## src/rtl/mp_add_pkg.sv

```systemverilog
// mp_add_pkg: shared FSM state encoding and index-width helper for mp_add_seq
package mp_add_pkg;
    typedef enum logic [1:0] {IDLE = 2'd0, RUN = 2'd1, DONE = 2'd2} state_t;

    function automatic int idx_width(input int words);
        return (words > 1) ? $clog2(words) : 1;
    endfunction
endpackage

```

## src/rtl/mp_add_slice.sv

```systemverilog
// mp_add_slice: combinational N-bit adder slice; MSB carry-in port exists only with MP_ADD_SEQ_OVF_EN
module mp_add_slice #(
    parameter int N = 4
) (
    input  logic [N-1:0] a,
    input  logic [N-1:0] b,
    input  logic         cin,
    output logic [N-1:0] s,
    output logic         cout
`ifdef MP_ADD_SEQ_OVF_EN
    ,
    output logic         cmsb
`endif
);
    assign {cout, s} = {1'b0, a} + {1'b0, b} + {{N{1'b0}}, cin};
`ifdef MP_ADD_SEQ_OVF_EN
    // the sum bit is a^b^carry_in, so the carry into the MSB falls out of it
    assign cmsb = a[N-1] ^ b[N-1] ^ s[N-1];
`endif
endmodule

```

## src/rtl/mp_add_seq.sv

```systemverilog
// mp_add_seq: word-serial multi-precision adder, LS word first; MP_ADD_SEQ_OVF_EN adds signed overflow output ovf
module mp_add_seq
    import mp_add_pkg::*;
#(
    parameter int N     = 4,
    parameter int WORDS = 4
) (
    input  logic                 clk,
    input  logic                 rst_n,
    input  logic                 start_valid,
    output logic                 start_ready,
    input  logic [N*WORDS-1:0]   op_a,
    input  logic [N*WORDS-1:0]   op_b,
    input  logic                 cin,
    output logic                 res_valid,
    input  logic                 res_ready,
    output logic [N*WORDS-1:0]   sum,
    output logic                 cout,
    output logic                 busy
`ifdef MP_ADD_SEQ_OVF_EN
    ,
    output logic                 ovf
`endif
);
    localparam int W  = N * WORDS;
    localparam int IW = idx_width(WORDS);

    state_t        state;
    logic [IW-1:0] idx;
    logic          carry;
    logic [W-1:0]  a_reg, b_reg;
    logic [N-1:0]  wa, wb, ws;
    logic          wc;
    logic          last;

    assign wa          = a_reg[int'(idx)*N +: N];
    assign wb          = b_reg[int'(idx)*N +: N];
    assign last        = (idx == IW'(WORDS - 1));
    assign start_ready = (state == IDLE);
    assign res_valid   = (state == DONE);
    assign busy        = (state != IDLE);

`ifdef MP_ADD_SEQ_OVF_EN
    logic wcmsb;
    mp_add_slice #(.N(N)) u_slice (.a(wa), .b(wb), .cin(carry), .s(ws), .cout(wc), .cmsb(wcmsb));
`else
    mp_add_slice #(.N(N)) u_slice (.a(wa), .b(wb), .cin(carry), .s(ws), .cout(wc));
`endif

    // sequencer: latch operands, step the slice across words, hold result until consumed
    always_ff @(posedge clk) begin
        if (!rst_n) begin
            state <= IDLE;
            idx   <= '0;
            carry <= 1'b0;
            a_reg <= '0;
            b_reg <= '0;
            sum   <= '0;
            cout  <= 1'b0;
`ifdef MP_ADD_SEQ_OVF_EN
            ovf   <= 1'b0;
`endif
        end else begin
            case (state)
                IDLE: if (start_valid) begin
                    a_reg <= op_a;
                    b_reg <= op_b;
                    carry <= cin;
                    idx   <= '0;
                    sum   <= '0;
`ifdef MP_ADD_SEQ_OVF_EN
                    ovf   <= 1'b0;
`endif
                    state <= RUN;
                end
                RUN: begin
                    sum[int'(idx)*N +: N] <= ws;
                    carry <= wc;
                    if (last) begin
                        cout  <= wc;
`ifdef MP_ADD_SEQ_OVF_EN
                        ovf   <= wcmsb ^ wc;
`endif
                        state <= DONE;
                    end else begin
                        idx <= idx + 1'b1;
                    end
                end
                DONE: if (res_ready) state <= IDLE;
                default: state <= IDLE;
            endcase
        end
    end
endmodule

```

## config.mk

```make
export PLATFORM = sky130hd
export DESIGN_NAME = mp_add_seq
export DESIGN_NICKNAME = d
export VERILOG_FILES = /design/src/rtl/mp_add_pkg.sv /design/src/rtl/mp_add_slice.sv /design/src/rtl/mp_add_seq.sv
export SDC_FILE = /design/constraint.sdc
export NUM_CORES = 1
export LEC_CHECK = 0
export BUFFER_PORTS_ARGS = -buffer_cell sky130_fd_sc_hd__clkbuf_2
export CAP_MARGIN = 20
export CORE_ASPECT_RATIO = 0.6
export CORE_UTILIZATION = 40
export CTS_CLUSTER_SIZE = 12
export DETAILED_ROUTE_END_ITERATION = 6
export MAX_ROUTING_LAYER = met4
export PLACE_DENSITY = 0.6
export SYNTH_ARGS = -nofsm -noshare
export SYNTH_HDL_FRONTEND = slang
export SYNTH_SLANG_ARGS = --single-unit
export TNS_END_PERCENT = 5
```

## constraint.sdc

```tcl
create_clock -name clk -period 4.2 [get_ports clk]
set_input_delay 0.42 -clock clk [delete_from_list [all_inputs] [get_ports clk]]
set_output_delay 0.42 -clock clk [all_outputs]
set_load 0.03 [all_outputs]
```

==> flow_metrics.env <==
export IMPL_grt_first_pass_wirelength_um=9114
export IMPL_worst_path_max_fanout=15
export IMPL_wl_met2_um=1943
export IMPL_post_synth_inst_count=268
export IMPL_track_usage_pct=18.26
export IMPL_synth_top_cells_by_count="nand2_1, dfxtp_1, a21boi_1"
export IMPL_dr_first_iter_drc_count=86
export IMPL_drt_pass1_iter_count=4
export IMPL_numPortBuffers=56
export IMPL_area_growth_synth_to_final_pct=14.74
export IMPL_cts_max_level=2
export IMPL_synthMostInstantiatedCell="nand2_1"
export IMPL_cts_sinks=54
export IMPL_synth_top_cells_by_area="dfxtp_1, nand2_1, a21boi_1, mux4_2, nor2b_1"
export IMPL_worst_slew_pin_tran_ns=1.058
export IMPL_drt_wl_total_um=5520
export IMPL_drt_antenna_violating_nets=0
export IMPL_seqPwrFrac_pct=56.3
export IMPL_layout_net_count=362
export IMPL_timing_final_crit_period_ns=3.182
export IMPL_grt_overflow_total=0
export IMPL_area_of_the_die_um2=6613
export IMPL_fp_coreArea_um2=5807
export IMPL_synthArstFlopShare_pct=0
export IMPL_antenna_found_initial=0
export IMPL_tritoncts="yes"
export IMPL_cts_repair_timing_setup_buffer_count=0
export IMPL_finalHoldViolCount=0
export IMPL_fmaxAchievable_ghz=0.3143
export IMPL_clk_path_buf_depth=2
export IMPL_critPathCaptureType="flip-flop"
export IMPL_final_period_utilization_pct=75.75
export IMPL_globalplace_congestion=0.8379
export IMPL_worstPathArrival_ns=3.37
export IMPL_die_width_um=104.3
export IMPL_rsz0062_at_grt="no"
export IMPL_wl_per_cell_um=13.94
export IMPL_power_frac_clock_pct=28.0
export IMPL_static_leakage_power_uw=0.001209
export IMPL_skew_ns=0.005998
export IMPL_yosysTopAreaCellShare_pct=43.03
export IMPL_cpMostUsedCell="fa_1"
export IMPL_initial_utilization_pct=43.27
export IMPL_route_vias_total=1980
export IMPL_max_cap_violations=0
export IMPL_synth_nets=314
export IMPL_reg2reg_depth=7
export IMPL_irDropWorstVdd_mv=0.1324
export IMPL_post_cts_sizing_count=0
export IMPL_power_per_cell_area_nw_per_um2=342.5
export IMPL_sw_frac_of_total_pct=27.42
export IMPL_slew_headroom_pct=29.31
export IMPL_post_route_drc_count=0
export IMPL_timing_setup_critical_path_class="flip-flop to flip-flop"
export IMPL_holdPathStages=3
export IMPL_vias_per_cell=5.000
export IMPL_internal_power_uw=716.6
export IMPL_dpl_cell_area_um2=2803
export IMPL_synth_warning_count=0
export IMPL_timing_critical_path_required_ns=4.39
export IMPL_ctsRootBufferMaster="clkbuf_8"
export IMPL_outcome="finished, final reports clean"
export IMPL_holdBufCountCts=0
export IMPL_switching_power_uw=270.7
export IMPL_post_route_cells_drive_above_1_share_pct=23.42
export IMPL_synthDominantAreaCellType="dfxtp_1"
export IMPL_io_pin_count=57
export IMPL_synth_area_per_cell_um2=9.375
export IMPL_chipHeight_um=63.39
export IMPL_n_fill_cell=569
export IMPL_final_area_um2=2883
export IMPL_met1Wirelength_um=3336
export IMPL_yosys_cell_types_count=34
export IMPL_synth_ff_type="dfxtp_1"
export IMPL_grt_pass1_vias=1849
export IMPL_hold_class="input port to flip-flop"
export IMPL_std_cell_rows=21
export IMPL_finalSetupViolations=0
export IMPL_netlist_area_um2=2512
export IMPL_antenna_cells_inserted=0
export IMPL_cts_reportedPaths_clkPinSlew_ns=0.09
export IMPL_dp_hpwl_um=3981
export IMPL_crit_slowest_cell="dfxtp_1"
export IMPL_share_comb_of_total_power_pct=15.7
export IMPL_numCtsBuffers=5
export IMPL_crit_path_cell_trace="mux4_2 > fa_1 > fa_1 > a21o_1 > a21oi_1 > o221ai_1 > and2_1"
export IMPL_worstSkewPairLatency_ns=0.30
export IMPL_pin_count_of_the_biggest_net_entering_global_routing=58
export IMPL_critical_path_max_stage_delay_ns=0.88
export IMPL_finalMaxSlewViolations=0
export IMPL_highest_layer="met4"
export IMPL_yosys_register_bits=54
export IMPL_fin_tns_setup_ns=0
export IMPL_dr_wl_met3_um=219
export IMPL_seq_total_area_yosys_pct=43.03
export IMPL_critPathLaunchType="flip-flop"
export IMPL_utilization_pct=49.64
export IMPL_number_of_flops_mapped_to_enable_cells_by_yosys=0
## final cells by class
| type | instances | area [um^2] | share of cell area (%) |
|---|---|---|---|
| multi-input cells | 194 | 1319 | 45.75 |
| flip-flops and latches | 54 | 1081 | 37.50 |
| repair buffers | 57 | 287.8 | 9.983 |
| well taps | 80 | 100.1 | 3.472 |
| clock buffers | 6 | 72.57 | 2.517 |
| inverters | 4 | 15.01 | 0.5208 |
| clock inverters | 1 | 7.507 | 0.2604 |
## cells by family after synthesis
family,after synthesis,synth area share [%]
adder cells (fa/ha/maj),9,5.080
multiplexers,8,7.171
flip-flops,54,43.03
AND/OR/NAND/NOR,112,21.31
AO/OA/AOI/OAI,64,18.58
XOR/XNOR,1,0.3487
buffers and inverters,20,4.482
## layer usage
metal	track usage (%)	up-vias
met4	3.750	0
met5	-	-
met3	3.623	2
met2	23.01	48
li1	-	1017
met1	28.92	913
## worst paths after layout
kind | startpoint | to | slack (ns)
max | idx[0]$_SDFFE_PN0P_ | carry$_SDFFE_PN0P_ | 1.02
min | op_a[15] | a_reg[15]$_SDFFE_PN0P_ | 0.33
max reg2reg | idx[0]$_SDFFE_PN0P_ | carry$_SDFFE_PN0P_ | 1.02
min reg2reg | a_reg[12]$_SDFFE_PN0P_ | a_reg[12]$_SDFFE_PN0P_ | 0.45
## worst max-delay path: cells and delay by family, from the launching register on
kind            cells  cell delay [ns]
compound gates      3             0.53
fa+ha+maj           2             0.88
flops               1             0.88
mux                 1             0.61
simple gates        1             0.17
## cells in the final DEF (no fill, tap or decap), drive strengths merged
cell      Yosys  layout
and3          1       1
dfxtp        54      54
clkbuf        7      62
and4bb        1       1
a211oi        1       1
nand2b        2       2
o221ai        1       1
a22oi        13      13
and2          1       1
nor3b         2       2
nor2b        16      16
xor2          1       1
mux4          8       8
nand2        79      79
a21oi         2       2
o211ai        1       1
nor4b         1       1
fa            2       2
a21boi       34      34
o21ai         5       5
ha            7       7
nor4          1       1
nor2          4       4
nand3         3       3
inv           4       4
a21o          5       5
o211a         1       1
clkinvlp      0       1
buf           9       1
and3b         1       1
o21bai        1       1
## per-stage QoR
step	power (uW)	hold WS (ns)	worst slack [ns]	std cells
final	987.4	0.3290	1.018	396
after global routing	1041	0.3234	0.8472	396
after CTS	994.9	0.3227	0.9975	396
after detailed placement	723.2	0.4430	1.009	389
after global placement	720.8	0.4406	1.086	389
after floorplan	675.5	0.4319	1.459	268
## power by group through the flow
stage	combinational [uW]	sequential (uW)	clock [uW]
floorplan	116	559	0
global placement	153	568	0
detailed placement	155	568	0
CTS	156	556	283
global route	171	560	310
finish	155	556	277
Note: power is estimated with default switching activity, not from simulation.
